[src/rtl/dom_and_scheduler.sv]
// ---------------------------------------------------------------------------
// dom_and_scheduler
//
// Shares one W-bit first-order DOM AND gadget between N_REQ requesters of
// masked AND operations. Requesters are served round-robin. Each operation
// uses one fresh randomness word. Every operation is tracked through the
// gadget's fixed latency and the two-share result is parked in a per-requester
// response buffer until the requester takes it.
//
// Ports
//   clock_0, reset_0          : rising-edge clock, async active-low reset
//   req_valid / req_ready     : per-requester operation handshake
//   req_{a,b}_s{0,1}          : operand shares, requester i in [i*W +: W]
//   rand_valid / rand_ready   : randomness handshake, rand_bits is the word
//   g_i{0,1}_s{0,1}, g_rand   : operands and randomness driven to the gadget
//   g_o0_s{0,1}               : gadget result shares, valid LAT edges later
//   rsp_valid / rsp_ready     : per-requester result handshake
//   rsp_s{0,1}                : result shares, same packing as requests
// ---------------------------------------------------------------------------
module dom_and_scheduler #(
   parameter int N_REQ = 4,
   parameter int W     = 8,
   parameter int LAT   = 1
) (
   input  logic               clock_0,
   input  logic               reset_0,
   input  logic [N_REQ-1:0]   req_valid,
   output logic [N_REQ-1:0]   req_ready,
   input  logic [N_REQ*W-1:0] req_a_s0,
   input  logic [N_REQ*W-1:0] req_a_s1,
   input  logic [N_REQ*W-1:0] req_b_s0,
   input  logic [N_REQ*W-1:0] req_b_s1,
   input  logic               rand_valid,
   output logic               rand_ready,
   input  logic [W-1:0]       rand_bits,
   output logic [W-1:0]       g_i0_s0,
   output logic [W-1:0]       g_i0_s1,
   output logic [W-1:0]       g_i1_s0,
   output logic [W-1:0]       g_i1_s1,
   output logic [W-1:0]       g_rand,
   input  logic [W-1:0]       g_o0_s0,
   input  logic [W-1:0]       g_o0_s1,
   output logic [N_REQ-1:0]   rsp_valid,
   input  logic [N_REQ-1:0]   rsp_ready,
   output logic [N_REQ*W-1:0] rsp_s0,
   output logic [N_REQ*W-1:0] rsp_s1
);

   localparam int PW = (N_REQ > 1) ? $clog2(N_REQ) : 1;

   logic [N_REQ-1:0]   busy_q, busy_d;
   logic [PW-1:0]      ptr_q, ptr_d;
   logic [LAT-1:0]     tag_vld_q, tag_vld_d;
   logic [PW-1:0]      tag_id_q [LAT];
   logic [PW-1:0]      tag_id_d [LAT];
   logic [N_REQ-1:0]   rsp_valid_q, rsp_valid_d;
   logic [N_REQ*W-1:0] rsp_s0_q, rsp_s0_d;
   logic [N_REQ*W-1:0] rsp_s1_q, rsp_s1_d;

   logic [N_REQ-1:0]   eligible;
   logic [N_REQ-1:0]   grant_oh;
   logic [N_REQ-1:0]   rsp_hs;
   logic [PW-1:0]      grant_idx;
   logic [PW:0]        idx_w;
   logic               found;
   logic               issue;
   logic               ret_vld;
   logic [PW-1:0]      ret_id;

   // Round-robin search from ptr upward with wrap. The extra bit on idx_w
   // holds ptr+k before it is folded back below N_REQ. Issue is gated by
   // reset_0 so nothing is handed out while reset is held.
   always_comb begin
      eligible  = req_valid & ~busy_q;
      found     = 1'b0;
      grant_idx = '0;
      idx_w     = '0;
      for (int k = 0; k < N_REQ; k++) begin
         idx_w = {1'b0, ptr_q} + (PW+1)'(k);
         if (idx_w >= (PW+1)'(N_REQ)) begin
            idx_w = idx_w - (PW+1)'(N_REQ);
         end
         if (!found && eligible[idx_w[PW-1:0]]) begin
            found     = 1'b1;
            grant_idx = idx_w[PW-1:0];
         end
      end
      issue = reset_0 & found & rand_valid;
      for (int i = 0; i < N_REQ; i++) begin
         grant_oh[i] = issue && (grant_idx == PW'(i));
      end
   end

   assign req_ready  = grant_oh;
   assign rand_ready = issue;
   assign g_rand     = {W{issue}} & rand_bits;

   // Share-0 operand selection: its own one-hot AND-OR tree, all zero when
   // nothing is granted.
   always_comb begin
      g_i0_s0 = '0;
      g_i1_s0 = '0;
      for (int i = 0; i < N_REQ; i++) begin
         g_i0_s0 = g_i0_s0 | ({W{grant_oh[i]}} & req_a_s0[i*W +: W]);
         g_i1_s0 = g_i1_s0 | ({W{grant_oh[i]}} & req_b_s0[i*W +: W]);
      end
   end

   // Share-1 operand selection, physically separate from share 0 so the two
   // shares never meet in one gate.
   always_comb begin
      g_i0_s1 = '0;
      g_i1_s1 = '0;
      for (int i = 0; i < N_REQ; i++) begin
         g_i0_s1 = g_i0_s1 | ({W{grant_oh[i]}} & req_a_s1[i*W +: W]);
         g_i1_s1 = g_i1_s1 | ({W{grant_oh[i]}} & req_b_s1[i*W +: W]);
      end
   end

   // Busy, pointer and tag pipeline. Busy is cleared only by the response
   // handshake, and eligibility reads the registered value, so a released
   // requester can be granted no earlier than the following cycle.
   always_comb begin
      rsp_hs    = rsp_valid_q & rsp_ready;
      busy_d    = (busy_q | grant_oh) & ~rsp_hs;
      ptr_d     = ptr_q;
      if (issue) begin
         ptr_d = (grant_idx == PW'(N_REQ-1)) ? '0 : grant_idx + PW'(1);
      end
      tag_vld_d    = tag_vld_q;
      tag_id_d     = tag_id_q;
      tag_vld_d[0] = issue;
      tag_id_d[0]  = grant_idx;
      for (int k = 1; k < LAT; k++) begin
         tag_vld_d[k] = tag_vld_q[k-1];
         tag_id_d[k]  = tag_id_q[k-1];
      end
      ret_vld = tag_vld_q[LAT-1];
      ret_id  = tag_id_q[LAT-1];
   end

   // Response valid bits: clear on handshake, set when the tag returns.
   always_comb begin
      rsp_valid_d = rsp_valid_q & ~rsp_hs;
      for (int i = 0; i < N_REQ; i++) begin
         if (ret_vld && ret_id == PW'(i)) begin
            rsp_valid_d[i] = 1'b1;
         end
      end
   end

   // Share-0 response buffers: wiped on handshake, loaded on return.
   always_comb begin
      rsp_s0_d = rsp_s0_q;
      for (int i = 0; i < N_REQ; i++) begin
         if (rsp_hs[i]) begin
            rsp_s0_d[i*W +: W] = '0;
         end
         if (ret_vld && ret_id == PW'(i)) begin
            rsp_s0_d[i*W +: W] = g_o0_s0;
         end
      end
   end

   // Share-1 response buffers, kept apart from share 0.
   always_comb begin
      rsp_s1_d = rsp_s1_q;
      for (int i = 0; i < N_REQ; i++) begin
         if (rsp_hs[i]) begin
            rsp_s1_d[i*W +: W] = '0;
         end
         if (ret_vld && ret_id == PW'(i)) begin
            rsp_s1_d[i*W +: W] = g_o0_s1;
         end
      end
   end

   // State registers. Reset drops everything in flight, so late gadget
   // results of dropped operations find no valid tag and are ignored.
   always_ff @(posedge clock_0 or negedge reset_0) begin
      if (!reset_0) begin
         busy_q      <= '0;
         ptr_q       <= '0;
         tag_vld_q   <= '0;
         for (int k = 0; k < LAT; k++) begin
            tag_id_q[k] <= '0;
         end
         rsp_valid_q <= '0;
         rsp_s0_q    <= '0;
         rsp_s1_q    <= '0;
      end else begin
         busy_q      <= busy_d;
         ptr_q       <= ptr_d;
         tag_vld_q   <= tag_vld_d;
         for (int k = 0; k < LAT; k++) begin
            tag_id_q[k] <= tag_id_d[k];
         end
         rsp_valid_q <= rsp_valid_d;
         rsp_s0_q    <= rsp_s0_d;
         rsp_s1_q    <= rsp_s1_d;
      end
   end

   assign rsp_valid = rsp_valid_q;
   assign rsp_s0    = rsp_s0_q;
   assign rsp_s1    = rsp_s1_q;

endmodule
[config.mk]
export PLATFORM = sky130hd
export DESIGN_NAME = dom_and_scheduler
export DESIGN_NICKNAME = d
export VERILOG_FILES = /design/src/rtl/dom_and_scheduler.sv
export SDC_FILE = /design/constraint.sdc
export NUM_CORES = 1
export LEC_CHECK = 0
export CAP_MARGIN = 20
export CORE_MARGIN = 8
export CORE_UTILIZATION = 38
export DETAILED_ROUTE_END_ITERATION = 10
export PLACE_DENSITY = 0.93
export REMOVE_ABC_BUFFERS = 1
export SYNTH_ARGS = -nofsm -noshare
export SYNTH_HDL_FRONTEND = slang
export SYNTH_SLANG_ARGS = --single-unit
[constraint.sdc]
create_clock -name clock_0 -period 9.4 [get_ports clock_0]
set_clock_uncertainty 0.1 [all_clocks]
set_input_delay 2.82 -clock clock_0 [delete_from_list [all_inputs] [get_ports clock_0]]
set_output_delay 2.82 -clock clock_0 [all_outputs]
set_load 0.02 [all_outputs]
==> impl_metrics.py <==
metrics = {
    "critical_path": {
        "crit_cells": 9,
        "path_cells": "clkdlybuf4s50_1 -> nand2b_1 -> or3_1 -> nand3_1 -> ha_1 -> buf_4 -> a22oi_1 -> a21oi_2 -> clkdlybuf4s50_1",
        "cp-start-kind": "input port",
        "cp.required_ns": 6.48,
        "crit_type": "in2out",
        "max_stage_delay_ns": 0.62,
        "reg2reg_depth": 7,
        "worst_path_most_repeated_cell": "clkdlybuf4s50_1",
        "cpMaxStageDelayCell": "clkdlybuf4s50_1",
        "path_buf_inv": 3,
        "arrival_ns": 5.59,
        "critPathMaxFanout": 29,
        "crit_path_end_kind": "output pin",
        "crit_family": "buffers and inverters",
    },
    "grt": {
        "grt_pass1_vias": 4697,
        "grtUsageTotal": 0.247,
        "antenna_found_initial": 0,
        "grt_max_degree": 78,
        "grt_first_pass_wirelength_um": 27400,
        "grt_overflow_total": 0,
    },
    "timing": {
        "tns_ns": 0,
        "slew_viol_final": 0,
        "finalSetupViolations": 0,
        "fin_ws_ns": 0.894,
        "slew_headroom": 0.374,
        "min_period_ns": 8.51,
        "period_share": 0.905,
        "worst_slew_pin_slew_ns": 0.938,
        "hold_viol": 0,
        "max_freq_ghz": 0.118,
        "rsz0062_at_grt": "false",
    },
    "yosys": {
        "synthMuxAreaShare": 0.00286,
        "synthCells": 342,
        "yosysSeqAreaShare": 0.489,
        "synth-main-ff-cell": "dfrtp_1",
        "ys_ff_latch": 77,
        "synth_top_family_by_area": "compound AO/OA/AOI/OAI gates",
        "synthSimpleGateAreaFrac": 0.0619,
        "avgSynthCellArea_sq_um": 11.5,
        "ys_warn_count": 0,
        "synth-compound-area-share": 0.379,
        "netlist.area_leader.share": 0.489,
        "synthArstFlopShare": 1.00,
        "synth.distinct_cells": 34,
        "synth-edff-count": 0,
        "synth_area_leaders": "dfrtp_1, a22o_1, a22oi_1",
        "synth_xor_area_frac": 0,
        "synth-adder-area-share": 0.0127,
        "yosysTopAreaCell": "dfrtp_1",
        "netlist_area_sq_um": 3940,
    },
    "floorplan": {
        "start_util": 0.387,
        "core_sq_um": 10200,
        "num_rows": 37,
        "ios": 276,
        "dieWidth_um": 118,
        "fp.dieArea_sq_um": 13900,
        "die_h_um": 118,
    },
    "clock_tree": {
        "hold_buffers": 0,
        "clock-sinks": 77,
        "cts_max_level": 3,
        "ctsResizeCount": 0,
        "cts_buffers": 9,
        "clk_path_buf_depth": 2,
        "post_cts_buffers": 0,
        "clk_pin_slew_ns": 0.08,
        "clk_latency_ns": 0.33,
        "cts_tree": "built",
        "root_buffer": "clkbuf_8",
    },
    "route": {
        "ant_nets": 0,
        "vias": 4174,
        "drc": 0,
        "totalWireLength_um": 17400,
        "wl_per_cell_um": 23.4,
        "vias_per_cell": 5.61,
        "first_pass_iters": 5,
        "drtIter0Drc": 309,
    },
    "worst_hold_path": {
        "hp-class": "reg2reg",
        "hold_path_depth": 2,
    },
    "layout": {
        "regArea_sq_um": 1930,
        "multiInputGateArea_sq_um": 1800,
        "syn_to_final_growth_pct": 76.3,
        "finalNetCount": 771,
        "antenna_cells": 0,
        "fillers": 767,
        "mostFrequentLayoutCells": "clkdlybuf4s50_1, dfrtp_1, a22oi_1, a22o_1, a21oi_2",
        "drive_gt1_frac": 0.109,
        "final_common_cell": "clkdlybuf4s50_1",
    },
    "run_status": {
        "outcome": "finished, final reports clean",
    },
    "power": {
        "powerDensity_nw_per_um2": 294,
        "p_leak_uw": 0.00285,
        "ir_drop_mv": 0.123,
    },
    "place": {
        "dpl.hpwl_um": 13800,
        "place.gp.congestion": 0.888,
        "place_ws_ns": 0.921,
        "port-buffer-count": 275,
    },
    "job": {
        "drv_cap": 0,
    },
}
cell usage after synthesis (4+ instances only):
library cell and instances:
a22o_1 59, nand2b_1 4, o21ai_0 6, ha_1 4
a22o_2 5, dfrtp_1 77, a21o_1 4, nand2_1 13
buf_6 8, inv_1 5, clkbuf_1 16, a22oi_1 64
a21oi_2 31, buf_2 8, and2_1 12
routing by layer:
| layer | vias up | share of wire | global-route usage |
|---|---|---|---|
| met4 | 0 | 0.019 | 0.0761 |
| li1 | 1861 | - | - |
| met2 | 220 | 0.52 | 0.436 |
| met5 | - | 0 | 0 |
| met3 | 25 | 0.078 | 0.0724 |
| met1 | 2068 | 0.38 | 0.281 |
where the power goes:
part	switching, uW	internal [uW]
registers	107	476
clock network	116	150
logic	629	567
cells by family (layout without fill, tap and decap cells):
family | count (synthesis) | in the layout
adders and majority gates | 4 | 4
muxes | 1 | 1
AOI/OAI and AO/OA | 181 | 181
DFF | 77 | 77
buffers and inverters | 38 | 304
and+or+nand+nor | 41 | 41
tightest hold or removal path, delay by kind of cell, from the launching register on:
| family | cells | cell delay, ns |
|---|---|---|
| compound gates | 1 | 0.06 |
| simple gates | 1 | 0.04 |
| flops | 1 | 0.35 |
per-stage QoR:
| step | hold slack (ns) | total power, uW | cell area [sq um] | cells | utilization |
|---|---|---|---|---|---|
| 2_1_floorplan | 0.340 | 1200 | 3750 | 310 | - |
| 3_3_place_gp | 0.361 | 1750 | 6730 | 729 | 0.661 |
| 3_5_place_dp | 0.366 | 1780 | 6730 | 729 | 0.661 |
| 4_1_cts | 0.386 | 2050 | 6940 | 744 | 0.682 |
| 5_1_grt | 0.406 | 2160 | 6940 | 744 | 0.682 |
| 6_report | 0.379 | 2040 | 6940 | 744 | 0.682 |
final cells by class:
class / instances / area share
flip-flops and latches: 77 / 0.278
well taps: 136 / 0.0245
inverters: 6 / 0.00324
repair buffers: 283 / 0.405
clock inverters: 5 / 0.0123
clock buffers: 10 / 0.0184
multi-input cells: 227 / 0.259
path summary, 6_finish.rpt:
| check | to | from | slack, ns |
|---|---|---|---|
| max in group asynchronous | rsp_s1[16] | reset_0 | 5.97 |
| min in group asynchronous | busy_q[1] | reset_0 | 2.61 |
| setup reg to reg | busy_q[3] | ptr_q[1] | 7.16 |
| hold / removal | busy_q[3] | busy_q[3] | 0.38 |
| setup / recovery | g_i1_s1[0] | req_valid[2] | 0.89 |
| hold reg to reg | busy_q[3] | busy_q[3] | 0.38 |
state kept, by name (all words and copies together) (netlist names):
name       cells
ret_vld        1
busy_q         4
ptr_q          2
rsp_s0        32
ret_id         2
rsp_valid      4
rsp_s1        32
Power figures use the tool's default switching activity.
